$ cat src/rtl/proc_run_ctrl_pkg.sv
// proc_dbg_pkg: run-controller state/status encodings shared by the controller, core top and bench
package proc_dbg_pkg;
  typedef enum logic [2:0] {IDLE, LOAD, RUN, DUMP, DONE} run_state_e;
  typedef enum logic [1:0] {NONE, HALT, TIMEOUT, OVERFLOW} run_status_e;
  localparam logic [31:0] HALT_EBREAK = 32'h00100073;
endpackage

$ cat src/rtl/proc_run_ctrl_if.sv
// proc_run_ctrl_if: program load stream into the controller and register dump stream out of it
interface proc_run_ctrl_if #(parameter int XLEN = 32);
  logic ld_valid, ld_ready, ld_last;
  logic [XLEN-1:0] ld_data;
  logic dump_valid, dump_ready, dump_last;
  logic [4:0] dump_idx;
  logic [XLEN-1:0] dump_data;
  modport master (output ld_valid, ld_data, ld_last, dump_ready,
                  input ld_ready, dump_valid, dump_idx, dump_data, dump_last);
  modport slave (input ld_valid, ld_data, ld_last, dump_ready,
                 output ld_ready, dump_valid, dump_idx, dump_data, dump_last);
endinterface

$ cat src/rtl/proc_run_ctrl.sv
// proc_run_ctrl: loads a program, runs the core to EBREAK or cycle budget, then dumps the reg file
module proc_run_ctrl
  import proc_dbg_pkg::*;
#(
  parameter int XLEN = 32,
  parameter int IMEM_DEPTH = 256,
  parameter int NUM_REGS = 32,
  parameter int MAX_CYCLES = 1024,
  parameter logic [XLEN-1:0] HALT_INSN = XLEN'(HALT_EBREAK),
  localparam int AW = $clog2(IMEM_DEPTH)
) (
  input  logic            clk,
  input  logic            rst,
  input  logic            start,
  proc_run_ctrl_if.slave  io,
  output logic            imem_we,
  output logic [AW-1:0]   imem_addr,
  output logic [XLEN-1:0] imem_wdata,
  output logic            cpu_rst,
  output logic            cpu_en,
  input  logic [XLEN-1:0] cpu_inst,
  output logic [4:0]      rf_raddr,
  input  logic [XLEN-1:0] rf_rdata,
  output logic            busy,
  output logic            done,
  output logic [1:0]      status,
  output logic [31:0]     cycle_count
);
  localparam logic [AW-1:0] ADDR_MAX = AW'(IMEM_DEPTH - 1);
  localparam logic [4:0] IDX_MAX = 5'(NUM_REGS - 1);
  localparam logic [31:0] CYC_MAX = 32'(MAX_CYCLES - 1);
  run_state_e state, state_d;
  run_status_e st;
  logic [AW-1:0] addr;
  logic [4:0] idx;
  logic go, xfer, hs, halt, tmo, ovf;
  always_comb begin
    go = (state == IDLE || state == DONE) && start;
    xfer = state == LOAD && io.ld_valid;
    hs = state == DUMP && io.dump_ready;
    halt = state == RUN && cpu_inst == HALT_INSN;
    tmo = state == RUN && cycle_count == CYC_MAX;
    ovf = xfer && !io.ld_last && addr == ADDR_MAX;
    state_d = state;
    case (state)
      IDLE, DONE: state_d = go ? LOAD : state;
      LOAD: state_d = (xfer && io.ld_last) ? RUN : ovf ? DUMP : LOAD;
      RUN: state_d = (halt || tmo) ? DUMP : RUN;
      DUMP: state_d = (hs && io.dump_last) ? DONE : DUMP;
      default: state_d = IDLE;
    endcase
    io.ld_ready = state == LOAD;
    imem_we = xfer;
    imem_addr = addr;
    imem_wdata = io.ld_data;
    cpu_rst = state == IDLE || state == LOAD || state == DONE;
    cpu_en = state == RUN;
    rf_raddr = idx;
    io.dump_valid = state == DUMP;
    io.dump_idx = idx;
    io.dump_data = rf_rdata;
    io.dump_last = state == DUMP && idx == IDX_MAX;
    busy = state == LOAD || state == RUN || state == DUMP;
    done = state == DONE;
    status = st;
  end
  // halt wins over timeout and is not itself counted as a run cycle
  always_ff @(posedge clk) begin
    if (!rst) begin
      state <= IDLE;
      addr <= '0;
      idx <= '0;
      cycle_count <= '0;
      st <= NONE;
    end else begin
      state <= state_d;
      if (go) begin
        addr <= '0;
        cycle_count <= '0;
        st <= NONE;
      end
      if (xfer) addr <= addr + AW'(addr != ADDR_MAX);
      if (ovf) st <= OVERFLOW;
      if (state == RUN && halt) st <= HALT;
      else if (state == RUN) begin
        if (tmo) st <= TIMEOUT;
        cycle_count <= cycle_count + 32'(cycle_count != '1);
      end
      if (hs) idx <= io.dump_last ? 5'd0 : idx + 5'd1;
    end
  end
endmodule
$ cat src/flat_wrapper.sv
// flat-port wrapper written by rule: the top's interface ports become plain ports
module proc_run_ctrl_flat import proc_dbg_pkg::*;
#(
  parameter int XLEN = 32,
  parameter int IMEM_DEPTH = 256,
  parameter int NUM_REGS = 32,
  parameter int MAX_CYCLES = 1024,
  parameter logic [XLEN-1:0] HALT_INSN = XLEN'(HALT_EBREAK),
  localparam int AW = $clog2(IMEM_DEPTH)
)
  (clk, rst, start, imem_we, imem_addr, imem_wdata, cpu_rst, cpu_en, cpu_inst, rf_raddr, rf_rdata, busy, done, status, cycle_count, io_ld_valid, io_ld_data, io_ld_last, io_dump_ready, io_ld_ready, io_dump_valid, io_dump_idx, io_dump_data, io_dump_last);
  proc_run_ctrl_if #(.XLEN(XLEN)) io_i ();
  input  logic clk;
  input  logic rst;
  input  logic start;
  output logic imem_we;
  output logic [AW-1:0] imem_addr;
  output logic [XLEN-1:0] imem_wdata;
  output logic cpu_rst;
  output logic cpu_en;
  input  logic [XLEN-1:0] cpu_inst;
  output logic [4:0] rf_raddr;
  input  logic [XLEN-1:0] rf_rdata;
  output logic busy;
  output logic done;
  output logic [1:0] status;
  output logic [31:0] cycle_count;
  input wire logic [$bits(io_i.ld_valid)-1:0] io_ld_valid;
  input wire logic [$bits(io_i.ld_data)-1:0] io_ld_data;
  input wire logic [$bits(io_i.ld_last)-1:0] io_ld_last;
  input wire logic [$bits(io_i.dump_ready)-1:0] io_dump_ready;
  output wire logic [$bits(io_i.ld_ready)-1:0] io_ld_ready;
  output wire logic [$bits(io_i.dump_valid)-1:0] io_dump_valid;
  output wire logic [$bits(io_i.dump_idx)-1:0] io_dump_idx;
  output wire logic [$bits(io_i.dump_data)-1:0] io_dump_data;
  output wire logic [$bits(io_i.dump_last)-1:0] io_dump_last;
  assign io_i.ld_valid = io_ld_valid;
  assign io_i.ld_data = io_ld_data;
  assign io_i.ld_last = io_ld_last;
  assign io_i.dump_ready = io_dump_ready;
  assign io_ld_ready = io_i.ld_ready;
  assign io_dump_valid = io_i.dump_valid;
  assign io_dump_idx = io_i.dump_idx;
  assign io_dump_data = io_i.dump_data;
  assign io_dump_last = io_i.dump_last;
  proc_run_ctrl #(.XLEN(XLEN), .IMEM_DEPTH(IMEM_DEPTH), .NUM_REGS(NUM_REGS), .MAX_CYCLES(MAX_CYCLES), .HALT_INSN(HALT_INSN)) u_core (.clk(clk), .rst(rst), .start(start), .io(io_i), .imem_we(imem_we), .imem_addr(imem_addr), .imem_wdata(imem_wdata), .cpu_rst(cpu_rst), .cpu_en(cpu_en), .cpu_inst(cpu_inst), .rf_raddr(rf_raddr), .rf_rdata(rf_rdata), .busy(busy), .done(done), .status(status), .cycle_count(cycle_count));
endmodule
$ cat config.mk
export PLATFORM = sky130hd
export DESIGN_NAME = proc_run_ctrl_flat
export DESIGN_NICKNAME = d
export VERILOG_FILES = /design/src/rtl/proc_run_ctrl_pkg.sv /design/src/rtl/proc_run_ctrl_if.sv /design/src/rtl/proc_run_ctrl.sv /design/src/flat_wrapper.sv
export SDC_FILE = /design/constraint.sdc
export NUM_CORES = 1
export LEC_CHECK = 0
export ABC_AREA = 0
export CAP_MARGIN = 20
export CORE_MARGIN = 3
export CORE_UTILIZATION = 32
export CTS_CLUSTER_DIAMETER = 120
export DETAILED_ROUTE_END_ITERATION = 16
export PLACE_DENSITY = 0.85
export SYNTH_ARGS = -nofsm -noshare
export SYNTH_HDL_FRONTEND = slang
export SYNTH_SLANG_ARGS = --single-unit
$ cat constraint.sdc
create_clock -name clk -period 2.3 [get_ports clk]
set_clock_uncertainty 0.2 [all_clocks]
set_input_delay 0.46 -clock clk [delete_from_list [all_inputs] [get_ports clk]]
set_output_delay 0.46 -clock clk [all_outputs]
set_load 0.03 [all_outputs]
# Word-level counts from Yosys, hierarchy flattened
# Cells that the tools add are included.
dict set report word_totals {
  reg_bits 50
  inputBits 102
  out_inout_bits 124
  wordCells 60
}
dict set report classes {
  add_sub_neg 3
  n_eq_ne 11
  n_mux 17
  n_bitwise 1
  n_reduce_logical 22
}
# operator count
set op_table {}
lappend op_table {{two-way mux 32 bit} 3}
lappend op_table {{adder 32 x 1 -> 32 bit} 1}
lappend op_table {{== test 32 x 10 -> 1 bit (second input constant)} 1}
lappend op_table {{== test 32 x 21 -> 1 bit (second input constant)} 1}
lappend op_table {{!= test 32 bit (second input constant)} 1}
lappend op_table {{two-way mux 8 bit} 2}
lappend op_table {{case mux 3 bit (4 select lines)} 1}
lappend op_table {{logical AND 1 bit} 11}
lappend op_table {{two-way mux 2 bit} 5}
lappend op_table {{two-way mux 3 bit} 3}
lappend op_table {{adder 8 x 1 -> 8 bit} 1}
lappend op_table {{== test 8 bit (second input constant)} 1}
lappend op_table {{!= test 8 bit (second input constant)} 1}
lappend op_table {{== test 3 x 2 -> 1 bit (second input constant)} 2}
lappend op_table {{logical OR 1 bit} 6}
lappend op_table {{adder 5 x 1 -> 5 bit (second input constant)} 1}
lappend op_table {{== test 5 bit (second input constant)} 1}
lappend op_table {{two-way mux 5 bit} 1}
lappend op_table {{OR reduction 2 bit} 2}
lappend op_table {{== test 3 x 1 -> 1 bit (second input constant)} 1}
lappend op_table {{== test 3 bit (second input constant)} 1}
lappend op_table {{logical NOT 3 bit} 1}
lappend op_table {{two-way mux 1 bit} 2}
lappend op_table {{!= test 2 x 1 -> 1 bit (second input constant)} 1}
lappend op_table {{other kinds (3)} 3}

# Depth between registers and ports, before layout
dict set report depth {
  word_depth 8
  ltp_mapped 11
  depth_no_buf 11
}

# Least setup slack after synthesis
# Ideal clock, no wire load.
dict set report synth_timing {
  path_kind {reg-to-reg}
  from {register u_core.cycle_count[17]}
  to {register u_core.cycle_count[24]}
  setup_time_ps 58
  arrival_time_ps 2494
  required_ps 2042
  slack_ps -452
  stages_incl_launch_ff 11
  path_buffers 1
  synth_period_minus_slack_ps 2752
  cell_sequence {dfxtp_1 > nand4_1 > nor4_2 > nand4_1 > ha_1 > ha_1 > and3_1 > buf_4 > o2111ai_4 > and3_1 > o21a_1}
}
dict set report synth_via {
  elab_chain_cells 4
}
# element line_no
set synth_rtl {}
lappend synth_rtl {{start: declaration} proc_run_ctrl.sv:27} ;# output logic [31:0] cycle_count
lappend synth_rtl {{start signal: assignment} proc_run_ctrl.sv:87} ;# cycle_count <= cycle_count + 32'(cycle_count != '1);
lappend synth_rtl {{!= test 32 bit} proc_run_ctrl.sv:87}
lappend synth_rtl {{adder 32 x 1 -> 32 bit (*)} proc_run_ctrl.sv:87}
lappend synth_rtl {{two-way mux 32 bit (*)} proc_run_ctrl.sv:85} ;# else if (state == RUN) begin
lappend synth_rtl {{two-way mux 32 bit (*)} proc_run_ctrl.sv:84} ;# if (state == RUN && halt) st <= HALT;
# Every way passes the cells marked *; elsewhere a longest branch is shown, timed or not.
# A chain may end at the register's enable or synchronous reset.

# Worst setup path after layout
dict set report layout_timing {
  from {register u_core.cycle_count[13]}
  to {register u_core.cycle_count[10]}
}
dict set report layout_via {
  elab_chain_cells 4
}
# element line_no
set layout_rtl {}
lappend layout_rtl {{!= test 32 bit} proc_run_ctrl.sv:87}
lappend layout_rtl {{adder 32 x 1 -> 32 bit} proc_run_ctrl.sv:87}
lappend layout_rtl {{two-way mux 32 bit} proc_run_ctrl.sv:85}
lappend layout_rtl {{two-way mux 32 bit} proc_run_ctrl.sv:84}
# Every way passes these cells.

==> metrics.yaml <==
outcome:
  violations: "negative setup slack"
  status: "finished with violations"
synthesis:
  synth_nets: 502
  syn_area_sq_um: 3194
  avgSynthCellArea_sq_um: 8.107
  synthCells: 394
  synth_warnings: 0
  async_flop_share_pct: 0
  ys_seq_area_share_pct: 31.34
  yosys_register_bits: 50
  synth_flop_cell: "dfxtp_1"
  yosysUniqueCellTypes: 50
  synth_edf_count: 0
hold_path:
  hold_depth: 1
  hp-class: "flip-flop to flip-flop"
critical_path:
  crit_type: "flip-flop to flip-flop"
  rrSetupSlack_ns: -0.09
  start_kind: "flip-flop"
  cpMostUsedCell: "nand4_1"
  timing.critical_path.cells: "nand4_1 -> nor4_4 -> nand4_1 -> ha_2 -> ha_4 -> and3_4 -> o211ai_1 -> xor2_1 -> nor2_1"
  crit_end: "u_core.cycle_count[10]"
  crit_family: "simple AND/OR/NAND/NOR gates"
  cpPeakStageDelay_ns: 0.35
  critPathMaxFanout: 7
  cp_data_arrival_time_ns: 2.39
  crit_start: "u_core.cycle_count[13]"
  reg2reg_depth: 9
  cp_slowest_cell: "dfxtp_4"
  required_ns: 2.30
  critPathBufInv: 0
  cp-end-kind: "flip-flop"
  r2r-start: "u_core.cycle_count[13]"
  path_depth: 9
  r2r_end: "u_core.cycle_count[10]"
drt:
  via_per_inst: 5.360
  drtPass1Iterations: 4
  top_layer: "met4"
  wl_met2_mm: 5.123
  drtIter0Drc: 189
  met3WireLength_microns: 685
  wl_per_cell_microns: 16.53
  antenna_left: 0
  vias: 3264
  met1_length_mm: 3.972
  drcViolationCount: 0
  wl_mm: 10.07
floorplanning:
  die_area_sq_um: 11220
  core_area_sq_um: 9459
  initial_core_util_pct: 33.77
  rows: 35
  die_y_microns: 105.9
  ios: 226
  die_w_microns: 105.9
placed_design:
  pre_cts_slack_ns: -0.2317
  dp.cells: 597
  port_buffers: 97
  hpwl_mm: 7.735
  place_area_sq_um: 4285
  place_congestion: 0.8712
finish:
  syn_to_final_growth_pct: 43.40
  utilization_pct: 48.43
  layout.nets: 587
  layout-drive-gt1-share_pct: 28.13
  final_common_cell: "clkdlybuf4s50_1"
  diodes: 0
  final_cell_mix: "clkdlybuf4s50_1, buf_4, nor2_1"
  design_area_sq_um: 4581
  fin_cells: 609
global_routing:
  grt_pass1_vias: 3187
  gr-usage-all-layers_pct: 16.70
  antenna_found_initial: 0
  grt_pass1_wl_mm: 15.62
  grt_max_degree: 25
  overflow: 0
clock_network:
  numCtsBuffers: 5
  insertion_delay_ns: 0.30
  htreeDepth: 2
  path_clk_slew_ns: 0.10
  cts_buffer_depth: 2
  root_buffer: "clkbuf_8"
  clock_sink_count: 50
  cts_tree: "done"
timing:
  rsz0062_at_grt: "yes"
  setup_viol: 16
  hold_viol_final: 0
  fin_ws_ns: -0.08792
  min_period_ns: 2.388
  worst_pin_slew_ns: 0.5358
  finalCritPeriodShare_pct: 103.8
  slew_headroom_pct: 63.95
  drv_slew: 0
  fmax_ghz: 0.4188
power_and_ir_drop:
  peakVddDrop_uv: 214.5
  leakage_nw: 1.635
  fin_total_pwr_mw: 1.596
  power_density_nw_per_um2: 348.5
job:
  maxCapViolCount: 0
-- what timing repair did --
action,in CTS,in global routing
gates resized for setup,15,30
hold buffers,0,0
gates cloned,0,1
pin swaps,15,25
buffers inserted,1,2
endpoints found under the setup margin,30,35
-- report_power, final --
group / switching, mW / internal [mW] / leakage [nW]
Combinational: 0.110 / 0.109 / 1.17
Clock: 0.298 / 0.210 / 0.0426
Sequential: 0.00864 / 0.860 / 0.418
-- worst min path at each step --
stage,startpoint,to
after CTS,u_core.imem_addr[0],u_core.imem_addr[0]
after floorplan,u_core.cycle_count[15],u_core.cycle_count[15]
after global routing,u_core.imem_addr[4],u_core.imem_addr[4]
after global placement,u_core.imem_addr[4],u_core.imem_addr[4]
after detailed placement,u_core.imem_addr[0],u_core.imem_addr[0]
final,u_core.imem_addr[4],u_core.imem_addr[4]
-- stage by stage --
step                hold slack [ns]  setup TNS [ns]
detailed placement           0.3060          -5.974
floorplan                    0.3414         -0.9909
finish                       0.2791         -0.8450
global route                 0.3184          -2.957
CTS                          0.3184         -0.6094
global placement             0.2874          -5.347
-- registers in the layout, indices dropped and copies added (netlist names) --
name and count:
u_core.state 3, u_core.status 2, u_core.cycle_count 32, u_core.io.dump_idx 5, u_core.imem_addr 8
-- worst reg2reg max path: cells and delay by family (launching register included) --
kind                     cells  cell delay [ns]
adder cells (fa/ha/maj)      2             0.39
flip-flops                   1             0.35
AND/OR/NAND/NOR              5             0.99
AO/OA/AOI/OAI                1             0.18
XOR/XNOR                     1             0.18
-- logic make-up (layout without fill, tap and decap cells) --
| logic type | count (synthesis) | in the layout | synth area share, % |
|---|---|---|---|
| buffers and inverters | 90 | 176 | 18.92 |
| AND/OR/NAND/NOR | 150 | 150 | 25.81 |
| XOR/XNOR | 11 | 11 | 3.016 |
| multiplexers | 5 | 5 | 1.567 |
| adder cells (fa/ha/maj) | 6 | 6 | 2.350 |
| AO/OA/AOI/OAI | 82 | 82 | 17.00 |
| flip-flops | 50 | 50 | 31.34 |
-- per-layer routing --
metal / track usage (%) / vias up
met4: 7.031 / 0
met1: 19.27 / 1578
met3: 4.189 / 32
met2: 29.33 / 117
met5: 0 / -
li1: - / 1537
-- area by class of cell --
type	count	area, sq um
tap	129	161.4
fill	856	4878
clock buffer	6	72.57
multi-input combinational	254	1797
inverter	8	30.03
timing repair buffer	160	1460
sequential	50	1051
clock inverter	2	8.758
-- cells in the mapped netlist (3+ instances only) --
| cell | count | area [sq um] |
|---|---|---|
| nor3_1 | 10 | 50.05 |
| or3_1 | 11 | 68.82 |
| nand3b_1 | 3 | 22.52 |
| buf_4 | 70 | 525.5 |
| nand3_1 | 16 | 80.08 |
| xor2_1 | 11 | 96.34 |
| o2111ai_1 | 5 | 43.79 |
| nor2_1 | 32 | 120.1 |
| mux2i_1 | 5 | 50.05 |
| nand2_1 | 26 | 97.59 |
| nor3b_1 | 3 | 22.52 |
| a21oi_1 | 31 | 155.2 |
| dfxtp_1 | 50 | 1001 |
| and3_1 | 6 | 37.54 |
| nand4_1 | 12 | 75.07 |
| inv_1 | 7 | 26.28 |
| ha_1 | 6 | 75.07 |
| or4_1 | 5 | 37.54 |
| o211ai_1 | 8 | 60.06 |
| nor4_1 | 10 | 62.56 |
| clkbuf_1 | 9 | 33.78 |
| o21ai_0 | 20 | 100.1 |
| o41ai_1 | 3 | 26.28 |
No activity file was read; power rests on OpenSTA's default activity.
